$ cat src/rtl/nibble_serial_adder_ctrl_if.sv
// Start/busy/done handshake and operand/result bus for nibble_serial_adder_ctrl.
// The sub signal exists only when SERIAL_ADDER_SUB_EN is defined.
interface nibble_serial_adder_ctrl_if #(
  parameter int WIDTH = 16
);
  logic             start;
  logic [WIDTH-1:0] a;
  logic [WIDTH-1:0] b;
  logic             c_in;
`ifdef SERIAL_ADDER_SUB_EN
  logic             sub;
`endif
  logic             busy;
  logic             done;
  logic [WIDTH-1:0] s;
  logic             c_out;

  modport master (
    output start, a, b, c_in,
`ifdef SERIAL_ADDER_SUB_EN
    output sub,
`endif
    input  busy, done, s, c_out
  );

  modport slave (
    input  start, a, b, c_in,
`ifdef SERIAL_ADDER_SUB_EN
    input  sub,
`endif
    output busy, done, s, c_out
  );
endinterface

$ cat src/rtl/nibble_serial_adder_ctrl.sv
// WIDTH-bit adder built from one SLICE-bit slice reused over WIDTH/SLICE cycles, LSB slice first.
// Optional SERIAL_ADDER_SUB_EN adds a sub request bit that turns the operation into a-b.
module nibble_serial_adder_ctrl #(
  parameter int WIDTH = 16,
  parameter int SLICE = 4
) (
  input logic                    clk,
  input logic                    rst,
  nibble_serial_adder_ctrl_if.slave bus
);
  localparam int N  = WIDTH / SLICE;
  localparam int CW = (N > 1) ? $clog2(N) : 1;

  typedef enum logic [1:0] {
    IDLE = 2'd0,
    RUN  = 2'd1,
    DONE = 2'd2
  } state_t;

  state_t           state;
  state_t           state_nxt;
  logic [CW-1:0]    cnt;
  logic [WIDTH-1:0] a_reg;
  logic [WIDTH-1:0] b_reg;
  logic [WIDTH-1:0] work_reg;
  logic [WIDTH-1:0] work_nxt;
  logic [WIDTH-1:0] s_reg;
  logic             carry_reg;
  logic             c_out_reg;
  logic             sub_reg;
  logic             sub_in;
  logic [SLICE-1:0] a_sl;
  logic [SLICE-1:0] b_sl;
  logic [SLICE:0]   sl_sum;
  logic             accept;
  logic             last;
  logic             busy;
  logic             done;

`ifdef SERIAL_ADDER_SUB_EN
  assign sub_in = bus.sub;
`else
  assign sub_in = 1'b0;
`endif

  // A request is only taken outside RUN; in DONE it restarts immediately.
  assign accept = bus.start && (state != RUN);
  assign last   = (cnt == CW'(N - 1));

  always_comb begin
    a_sl     = a_reg[cnt*SLICE +: SLICE];
    b_sl     = sub_reg ? ~b_reg[cnt*SLICE +: SLICE] : b_reg[cnt*SLICE +: SLICE];
    sl_sum   = {1'b0, a_sl} + {1'b0, b_sl} + {{SLICE{1'b0}}, carry_reg};
    work_nxt = work_reg;
    work_nxt[cnt*SLICE +: SLICE] = sl_sum[SLICE-1:0];
  end

  always_ff @(posedge clk or posedge rst) begin
    if (rst) begin
      state <= IDLE;
    end else begin
      state <= state_nxt;
    end
  end

  always_comb begin
    state_nxt = state;
    case (state)
      IDLE:    if (bus.start) state_nxt = RUN;
      RUN:     if (last) state_nxt = DONE;
      DONE:    state_nxt = bus.start ? RUN : IDLE;
      default: state_nxt = IDLE;
    endcase
  end

  always_comb begin
    busy = 1'b0;
    done = 1'b0;
    case (state)
      RUN:     busy = 1'b1;
      DONE:    done = 1'b1;
      default: ;
    endcase
  end

  always_ff @(posedge clk or posedge rst) begin
    if (rst) begin
      a_reg     <= '0;
      b_reg     <= '0;
      work_reg  <= '0;
      s_reg     <= '0;
      carry_reg <= 1'b0;
      c_out_reg <= 1'b0;
      sub_reg   <= 1'b0;
      cnt       <= '0;
    end else if (accept) begin
      a_reg     <= bus.a;
      b_reg     <= bus.b;
      sub_reg   <= sub_in;
      carry_reg <= sub_in ? 1'b1 : bus.c_in;
      cnt       <= '0;
    end else if (state == RUN) begin
      work_reg  <= work_nxt;
      carry_reg <= sl_sum[SLICE];
      cnt       <= cnt + CW'(1);
      if (last) begin
        s_reg     <= work_nxt;
        c_out_reg <= sl_sum[SLICE];
      end
    end
  end

  assign bus.busy  = busy;
  assign bus.done  = done;
  assign bus.s     = s_reg;
  assign bus.c_out = c_out_reg;
endmodule

$ cat src/flat_wrapper.sv
// flat-port wrapper written by rule: the top's interface ports become plain ports
module nibble_serial_adder_ctrl_flat 
#(
  parameter int WIDTH = 16,
  parameter int SLICE = 4
)
  (clk, rst, bus_start, bus_a, bus_b, bus_c_in, bus_busy, bus_done, bus_s, bus_c_out);
  nibble_serial_adder_ctrl_if #(.WIDTH(WIDTH)) bus_i ();
  input logic clk;
  input logic rst;
  input wire logic [$bits(bus_i.start)-1:0] bus_start;
  input wire logic [$bits(bus_i.a)-1:0] bus_a;
  input wire logic [$bits(bus_i.b)-1:0] bus_b;
  input wire logic [$bits(bus_i.c_in)-1:0] bus_c_in;
  output wire logic [$bits(bus_i.busy)-1:0] bus_busy;
  output wire logic [$bits(bus_i.done)-1:0] bus_done;
  output wire logic [$bits(bus_i.s)-1:0] bus_s;
  output wire logic [$bits(bus_i.c_out)-1:0] bus_c_out;
  assign bus_i.start = bus_start;
  assign bus_i.a = bus_a;
  assign bus_i.b = bus_b;
  assign bus_i.c_in = bus_c_in;
  assign bus_busy = bus_i.busy;
  assign bus_done = bus_i.done;
  assign bus_s = bus_i.s;
  assign bus_c_out = bus_i.c_out;
  nibble_serial_adder_ctrl #(.WIDTH(WIDTH), .SLICE(SLICE)) u_core (.clk(clk), .rst(rst), .bus(bus_i));
endmodule
$ cat config.mk
export PLATFORM = sky130hd
export DESIGN_NAME = nibble_serial_adder_ctrl_flat
export DESIGN_NICKNAME = d
export VERILOG_FILES = /design/src/rtl/nibble_serial_adder_ctrl_if.sv /design/src/rtl/nibble_serial_adder_ctrl.sv /design/src/flat_wrapper.sv
export SDC_FILE = /design/constraint.sdc
export NUM_CORES = 1
export LEC_CHECK = 0
export ABC_AREA = 1
export BUFFER_PORTS_ARGS = -buffer_cell sky130_fd_sc_hd__buf_4
export CAP_MARGIN = 0
export CORE_UTILIZATION = 60
export DETAILED_ROUTE_END_ITERATION = 8
export MAX_ROUTING_LAYER = met4
export PLACE_DENSITY = 0.92
export SLEW_MARGIN = 15
export SYNTH_ARGS = -nofsm -noshare
export SYNTH_HDL_FRONTEND = slang
export SYNTH_SLANG_ARGS = --single-unit
$ cat constraint.sdc
create_clock -name clk -period 6.2 [get_ports clk]
set_input_delay 0.31 -clock clk [delete_from_list [all_inputs] [get_ports clk]]
set_output_delay 0.31 -clock clk [all_outputs]
set_load 0.02 [all_outputs]
# Word-level counts from Yosys, hierarchy flattened
# Cells that the tools add are included.
# totals
register_bits,70
in_bits,36
out_inout_bits,19
# classes
n_addsub,4
eq_ne,6
shifts,4
muxes,11
bitwise_logic,1
n_reduce_logical,6
# ops
cell,n
negation 4 -> 34 bit,1
"variable shift 4 x 34 -> 16 bit, first input constant",1
variable part select 4 x 34 -> 16 bit,1
variable part select 16 x 5 -> 4 bit,2
bitwise mux 16 bit,1
2-to-1 mux 2 bit,4
case mux 2 bit (3 select lines),1
adder 4 x 4 -> 5 bit,1
adder 5 x 1 -> 5 bit,1
2-to-1 mux 1 bit,5
"equality test 2 bit, second input constant",2
"inequality test 2 x 1 -> 1 bit, second input constant",2
AND reduction 2 bit,2
AND reduction 3 bit,1
"adder 2 x 1 -> 2 bit, second input constant",1
"equality test 2 x 1 -> 1 bit, second input constant",1
zero test 2 bit,1
"inequality test 2 bit, second input constant",1
nonzero test 2 bit,1
logical AND 1 bit,1
inverter 1 bit,1

# Longest topological paths before layout
# Gate-level depths: netlist of the first run.
# depth
word_depth,5
ltp_mapped,14

# Least setup slack after synthesis of the first run
# Ideal clock, no wire load.
# synth_path
path_kind,register to register
startpoint,reg u_core.cnt[0]
endpoint,reg u_core.work_reg[13]
setup_time_ns,0.085
arrival_ns,2.322
setup_slack_ns,3.793
stages_incl_launch_ff,13
n_path_buf,2
synth_period_minus_slack_ns,2.407
cell_sequence,dfrtp_1 -> buf_2 -> buf_2 -> o21ai_0 -> o22ai_1 -> fa_1 -> inv_1 -> fa_1 -> nor2_1 -> nand2_1 -> o22ai_1 -> nand2_1 -> o21ai_0
# synth_via
elab_chain_len,5
word_cells_on_any_way,8
# synth_lines
element,line,text
from (decl),nibble_serial_adder_ctrl.sv:22,logic [CW-1:0] cnt;
from (signal assigned),nibble_serial_adder_ctrl.sv:105,cnt <= cnt + CW'(1);
"variable part select 16 x 5 -> 4 bit, on equally long branches",--,
adder 4 x 4 -> 5 bit,nibble_serial_adder_ctrl.sv:53,"sl_sum = {1'b0, a_sl} + {1'b0, b_sl} + {{SLICE{1'b0}}, carry_reg};"
adder 5 x 1 -> 5 bit,nibble_serial_adder_ctrl.sv:53,
variable part select 4 x 34 -> 16 bit,nibble_serial_adder_ctrl.sv:55,work_nxt[cnt*SLICE +: SLICE] = sl_sum[SLICE-1:0];
bitwise mux 16 bit *,nibble_serial_adder_ctrl.sv:55,
to (signal assigned),nibble_serial_adder_ctrl.sv:103,work_reg <= work_nxt;
to (decl),nibble_serial_adder_ctrl.sv:25,logic [WIDTH-1:0] work_reg;
# Mark *: on every way between the ends. The rest lies on a longest branch, timed or not.
# A chain may end at the register's enable or synchronous reset.

# Worst setup path after layout of the first run
# Same ends and word-level chain as after synthesis.

==> metrics.md, run 1 <==
| Metric | Value |
|---|---|
| Crit path required time | `6.46 ns` |
| Post-DR vias/cell | `5.35` |
| Element type at the critical path end | `flip-flop` |
| Critical path type | `flip-flop to flip-flop` |
| Final Power | `2.25 mW` |
| Clock buffer depth | `2` |
| Post-route ant nets | `0` |
| Skew-Pair Late Insertion Delay | `0.35 ns` |
| Starting Density | `0.623` |
| EDFF count, synth | `0` |
| Total CTS buffers | `9` |
| Crit path capture | `u_core.work_reg[13]` |
| Row count | `27` |
| Congestion Overflow GR | `0` |
| Die Wd | `77.6 µm` |
| Clock skew | `0.00430 ns` |
| DP HPWL | `4890 µm` |
| Most common cell after layout, fill and taps aside | `nand2_1` |
| Yosys cell types | `24` |
| Seq cells post-synth | `70` |
| RR Startpoint | `u_core.cnt[0]` |
| Slew Viols, Final | `0` |
| Most frequent cells in the layout | `nand2_1 (94), dfrtp_1 (70), buf_4 (55)` |
| Most frequently used flop master after synthesis | `dfrtp_1` |
| Critical Path Start Type | `flip-flop` |
| Hold Path Origin | `bus_a[3]` |
| Worst setup margin | `2.99 ns` |
| Sequential cell area fraction in the yosys report | `0.511` |
| Reg2reg path depth | `11` |
| Synth top area share | `0.511` |
| Setup bufs post-CTS | `0` |
| Ant. Diodes | `0` |
| WP data arrival | `3.47 ns` |
| # fillers | `402` |
| Fin crit period | `3.21 ns` |
| Cells after Synth | `351` |
| WL final | `6840 µm` |
| Power per cell area | `561 nW/µm²` |
| Number of global-route vias before repair | `2510` |
| Synthesized area | `3430 µm²` |
| MaxCap Viol Count | `0` |
| Least-Margin Pin Slew | `0.840 ns` |
| All-Layer GR Usage | `0.262` |
| # setup viols final | `0` |
| Wire per inst | `14.3 µm` |
| FMAX | `0.312 GHz` |
| Hold Vio Cnt, Final | `0` |
| CTS resizes | `0` |
| DRT iter0 DRCs | `277` |
| Cell taking the most area after synthesis | `dfrtp_1` |
| Placement Setup Slack | `3.07 ns` |
| First-pass GRT wire length | `11600 µm` |
| R2R Path End | `u_core.work_reg[13]` |
| GP Congestion | `0.939` |
| Clock tree sinks | `70` |
| Critical Path Fanout Max | `29` |
| TritonCTS clock tree | `built` |
| CP Launch Point | `u_core.cnt[0]` |
| Area growth syn-to-layout | `17.2%` |
| Hold Path Class | `primary input to flip-flop` |
| Clock root cell | `clkbuf_8` |
| RSZ-0062 raised after global routing | `false` |
| Die area | `6020 µm²` |
| Outcome | `finished, final reports clean` |
| Crit-path slowest cell | `dfrtp_1` |
| Synthesis Warnings | `0` |
| IO buf count | `54` |
| LEAKAGE | `2.11 nW` |
| Share of cells above drive strength 1 | `0.265` |
| Syn Area/Cell | `9.77 µm²` |
| Core Area | `5510 µm²` |
| Hold WS | `0.183 ns` |
| Worst reg-to-reg setup slack | `2.99 ns` |
| Hold-fix buffers at CTS | `0` |
| Critical Path, Cell by Cell | `inv_2 -> o21ai_0 -> o22ai_1 -> fa_1 -> inv_1 -> fa_1 -> nor2_1 -> nand2_1 -> o22ai_1 -> nand2_1 -> o21ai_0` |
| Initial antenna violation count | `0` |
| Number of remaining DRC errors | `0` |
| Maximum vdd drop | `0.000339 V` |
| Relative slew slack | `0.440` |
| Ys async rst share | `1.00` |
| Pre-antenna DRT Iters | `5` |
| Largest net degree at the start of global routing | `71` |
| I/O Pins | `55` |
| Syn nets | `398` |
| Period utilisation layout | `0.518` |
| Htree depth | `3` |
| Vias | `2569` |
| Reg clk slew, reported paths | `0.07 ns` |
| Crit-path max cell delay | `0.89 ns` |
| TNS Setup | `0 ns` |
| Final Net Count | `450` |
| Top area cells in the synthesized netlist | `dfrtp_1 (51%), mux2_4 (11%), nand2_1 (10%)` |
| Die H | `77.6 µm` |
[synth_stat cells (all sizes together), types with 2 or more instances]
cell    instances
inv            40
a21oi           5
clkbuf          3
buf            11
nand3           6
nor2           20
o22ai          16
dfrtp          70
o21ai          31
a32oi           2
fa              2
mux2           30
nand4           6
nand2          97
ha              9
[power breakdown]
part / switching, mW / internal [mW]
Clock: 0.166 / 0.183
Combinational: 0.634 / 0.474
Sequential: 0.147 / 0.648
[worst min-delay path by stage]
stage,endpoint,slack (ns),cells after the start
3_3_place_gp,u_core.work_reg[11],0.46,2
4_1_cts,u_core.b_reg[7],0.17,2
2_1_floorplan,u_core.state[0],0.45,2
6_report,u_core.a_reg[3],0.18,2
5_1_grt,u_core.b_reg[7],0.17,2
3_5_place_dp,u_core.bus.s[12],0.47,2
[through the flow]
step | instances | area (µm²) | utilization
after global routing | 480 | 4020 | 0.730
after floorplan | 351 | 3430 | -
after global placement | 464 | 3840 | 0.697
final | 480 | 4020 | 0.730
after CTS | 480 | 4020 | 0.730
after detailed placement | 464 | 3840 | 0.697
[worst max-delay path: cells and delay by family (launching register included)]
kind,cells,cell delay [ns]
flops,1,0.89
fa+ha+maj,2,0.86
compound gates,4,0.67
buf+inv,2,0.40
simple gates,3,0.30
[kinds of logic (layout without fill, tap and decap cells)]
group | Yosys count | in the layout | share of synthesized area
AND/OR/NAND/NOR | 130 | 130 | 0.153
AO/OA/AOI/OAI | 56 | 56 | 0.0937
flip-flops | 70 | 70 | 0.511
adder cells (fa/ha/maj) | 11 | 11 | 0.0445
multiplexers | 30 | 30 | 0.127
buffers and inverters | 54 | 111 | 0.0711
[area by class of cell]
type	instances	area [µm²]	share of cell area
sequential	70	1750	0.436
tap	72	90.1	0.0224
clock inverter	5	50.0	0.0124
clock buffer	11	131	0.0327
timing repair buffer	55	413	0.103
multi-input combinational	227	1440	0.357
inverter	40	150	0.0373
[routing by layer]
layer	vias up	track usage	wire length, µm
li1	1258	-	-
met3	25	0.0412	277
met5	-	-	0
met4	0	0.147	231
met1	1198	0.329	3020
met2	88	0.407	3310
Power figures use the tool's default switching activity.
==> inputs of run 2 (changes only) <==
--- a/config.mk
+++ b/config.mk
@@ -8,10 +8,10 @@
 export ABC_AREA = 1
 export BUFFER_PORTS_ARGS = -buffer_cell sky130_fd_sc_hd__buf_4
 export CAP_MARGIN = 0
-export CORE_UTILIZATION = 60
+export CORE_UTILIZATION = 51
 export DETAILED_ROUTE_END_ITERATION = 8
 export MAX_ROUTING_LAYER = met4
-export PLACE_DENSITY = 0.92
+export PLACE_DENSITY = 0.84
 export SLEW_MARGIN = 15
 export SYNTH_ARGS = -nofsm -noshare
 export SYNTH_HDL_FRONTEND = slang
==> constraint.sdc (replaced) <==
create_clock -name clk -period 2.8 [get_ports clk]
set_input_delay 0.14 -clock clk [delete_from_list [all_inputs] [get_ports clk]]
set_output_delay 0.14 -clock clk [all_outputs]
set_load 0.02 [all_outputs]
==> run 2 against run 1 <==
  * The flow now finishes with violations (DRC)
  * Flip-flop and latch count unchanged
  * Critical path depth did not move
  * Hold slack worse by 0.17 ns
  * Power up 130%
  * Largest cell class unchanged
  * Non-clock buffer count is 8 higher
  * Final cell count up 2.7%
  * Sequential power rose by 110%
==> metrics.md, run 2 (same netlist as run 1, synthesis figures left out) <==
| Metric | Value |
|---|---|
| Ant. Diodes | `0` |
| Wire per inst | `14.5 µm` |
| Critical Path Fanout Max | `20` |
| Most frequent cells in the layout | `nand2_1 (94), dfrtp_1 (70), buf_4 (61)` |
| Clock skew | `0.0131 ns` |
| Clock buffer depth | `2` |
| Failing checks | `DRC` |
| TNS Setup | `0 ns` |
| Critical path type | `flip-flop to flip-flop` |
| Power per cell area | `1250 nW/µm²` |
| DP HPWL | `5200 µm` |
| Outcome | `complete, but fails checks` |
| Die Wd | `84.0 µm` |
| Hold Path Origin | `bus_a[14]` |
| Area growth syn-to-layout | `20.3%` |
| Critical Path Start Type | `flip-flop` |
| I/O Pins | `55` |
| All-Layer GR Usage | `0.223` |
| MaxCap Viol Count | `0` |
| First-pass GRT wire length | `12000 µm` |
| FF+latch area | `1750 µm²` |
| Pre-antenna DRT Iters | `6` |
| Post-DR vias/cell | `5.31` |
| Total CTS buffers | `9` |
| Core Area | `6420 µm²` |
| Htree depth | `3` |
| Maximum vdd drop | `0.000691 V` |
| CP Launch Point | `u_core.cnt[0]` |
| Congestion Overflow GR | `0` |
| Skew-Pair Late Insertion Delay | `0.35 ns` |
| Hold-fix buffers at CTS | `2` |
| Row count | `29` |
| Reg power frac | `0.328` |
| # setup viols final | `0` |
| CTS resizes | `0` |
| Hold Vio Cnt, Final | `0` |
| Initial antenna violation count | `0` |
| Least-Margin Pin Slew | `0.663 ns` |
| Power share of the clock group | `0.173` |
| Hold Crit Depth | `2` |
| Clock tree sinks | `70` |
| Vias | `2620` |
| TritonCTS clock tree | `built` |
| Die H | `84.0 µm` |
| Reg2reg path depth | `11` |
| Final core utilization | `0.643` |
| FMAX | `0.395 GHz` |
| LEAKAGE | `2.16 nW` |
| GP Congestion | `0.904` |
| DRT iter0 DRCs | `117` |
| Share of cells above drive strength 1 | `0.274` |
| Met2 Use GR | `0.355` |
| Setup bufs post-CTS | `0` |
| Slew Viols, Final | `0` |
| RSZ-0062 raised after global routing | `false` |
| WL final | `7160 µm` |
| Fin crit period | `2.53 ns` |
| Most common cell after layout, fill and taps aside | `nand2_1` |
| Relative slew slack | `0.557` |
| Crit path required time | `3.07 ns` |
| Hold Path Class | `primary input to flip-flop` |
| Period utilisation layout | `0.903` |
| Internal power | `3.05 mW` |
| Reg clk slew, reported paths | `0.08 ns` |
| Area of the multi-input gates | `1440 µm²` |
| IO buf count | `54` |
| Switching power | `2.10 mW` |
| RR Startpoint | `u_core.cnt[0]` |
| Starting Density | `0.534` |
| WP data arrival | `2.80 ns` |
| Logic gate share of total power | `0.499` |
| Met3 Resource Use GR | `0.0544` |
| Number of remaining DRC errors | `2` |
| Grt met1 use | `0.282` |
| Switching share of power | `0.407` |
| Die area | `7060 µm²` |
| Post-route ant nets | `0` |
| Element type at the critical path end | `flip-flop` |
| Clock root cell | `clkbuf_8` |
| Number of global-route vias before repair | `2645` |
| Largest net degree at the start of global routing | `35` |
| Final Net Count | `458` |
| # fillers | `523` |
| GRT busiest layer | `met2` |
## run 2: path summary, 6_finish.rpt
kind                       slack [ns]                   to
max reg2reg                      0.27  u_core.work_reg[13]
min reg2reg                      0.48      u_core.bus.s[0]
max                              0.27  u_core.work_reg[13]
min                              0.01     u_core.a_reg[14]
min in group asynchronous        0.45     u_core.bus.s[13]
max in group asynchronous        1.63      u_core.b_reg[8]
## run 2: cell type report
cell class	instances	share of cell area
Multi-Input combinational cell	227	0.348
Tap cell	77	0.0233
Sequential cell	70	0.424
Inverter	40	0.0364
Clock inverter	4	0.0170
Timing Repair Buffer	63	0.116
Clock buffer	12	0.0352
## run 2: critical path: stages (launching register included)
cell     delay, ns
dfrtp_1       0.40
buf_4         0.20
o21ai_0       0.21
o22ai_1       0.13
fa_1          0.42
inv_1         0.08
fa_1          0.44
nor2_1        0.16
nand2_1       0.09
o22ai_1       0.17
nand2_1       0.06
o21ai_0       0.09
## run 2: power by group through the flow
| stage | Combinational (mW) | Sequential [mW] | Clock, mW |
|---|---|---|---|
| final | 2.57 | 1.69 | 0.892 |
| after global routing | 2.85 | 1.73 | 0.953 |
| after CTS | 2.57 | 1.69 | 0.909 |
| after detailed placement | 2.54 | 1.71 | 0 |
| after global placement | 2.45 | 1.69 | 0 |
| after floorplan | 1.86 | 1.73 | 0 |
## run 2: layer usage
layer	part of all wire	routed length, µm	vias up
met5	0	0	-
met4	0.014	103	0
met3	0.052	371	12
met2	0.49	3510	87
met1	0.44	3170	1257
li1	-	-	1264
## run 2: stage by stage
| step | setup WS [ns] | hold WS (ns) | power (mW) | std cells | instance area [µm²] |
|---|---|---|---|---|---|
| 3_5_place_dp | 0.327 | 0.296 | 4.25 | 475 | 3890 |
| 3_3_place_gp | 0.418 | 0.280 | 4.14 | 475 | 3890 |
| 2_1_floorplan | 0.393 | 0.279 | 3.59 | 351 | 3430 |
| 5_1_grt | 0.107 | 0.00295 | 5.54 | 493 | 4130 |
| 6_report | 0.271 | 0.0133 | 5.15 | 493 | 4130 |
| 4_1_cts | 0.284 | 0.000324 | 5.17 | 493 | 4130 |
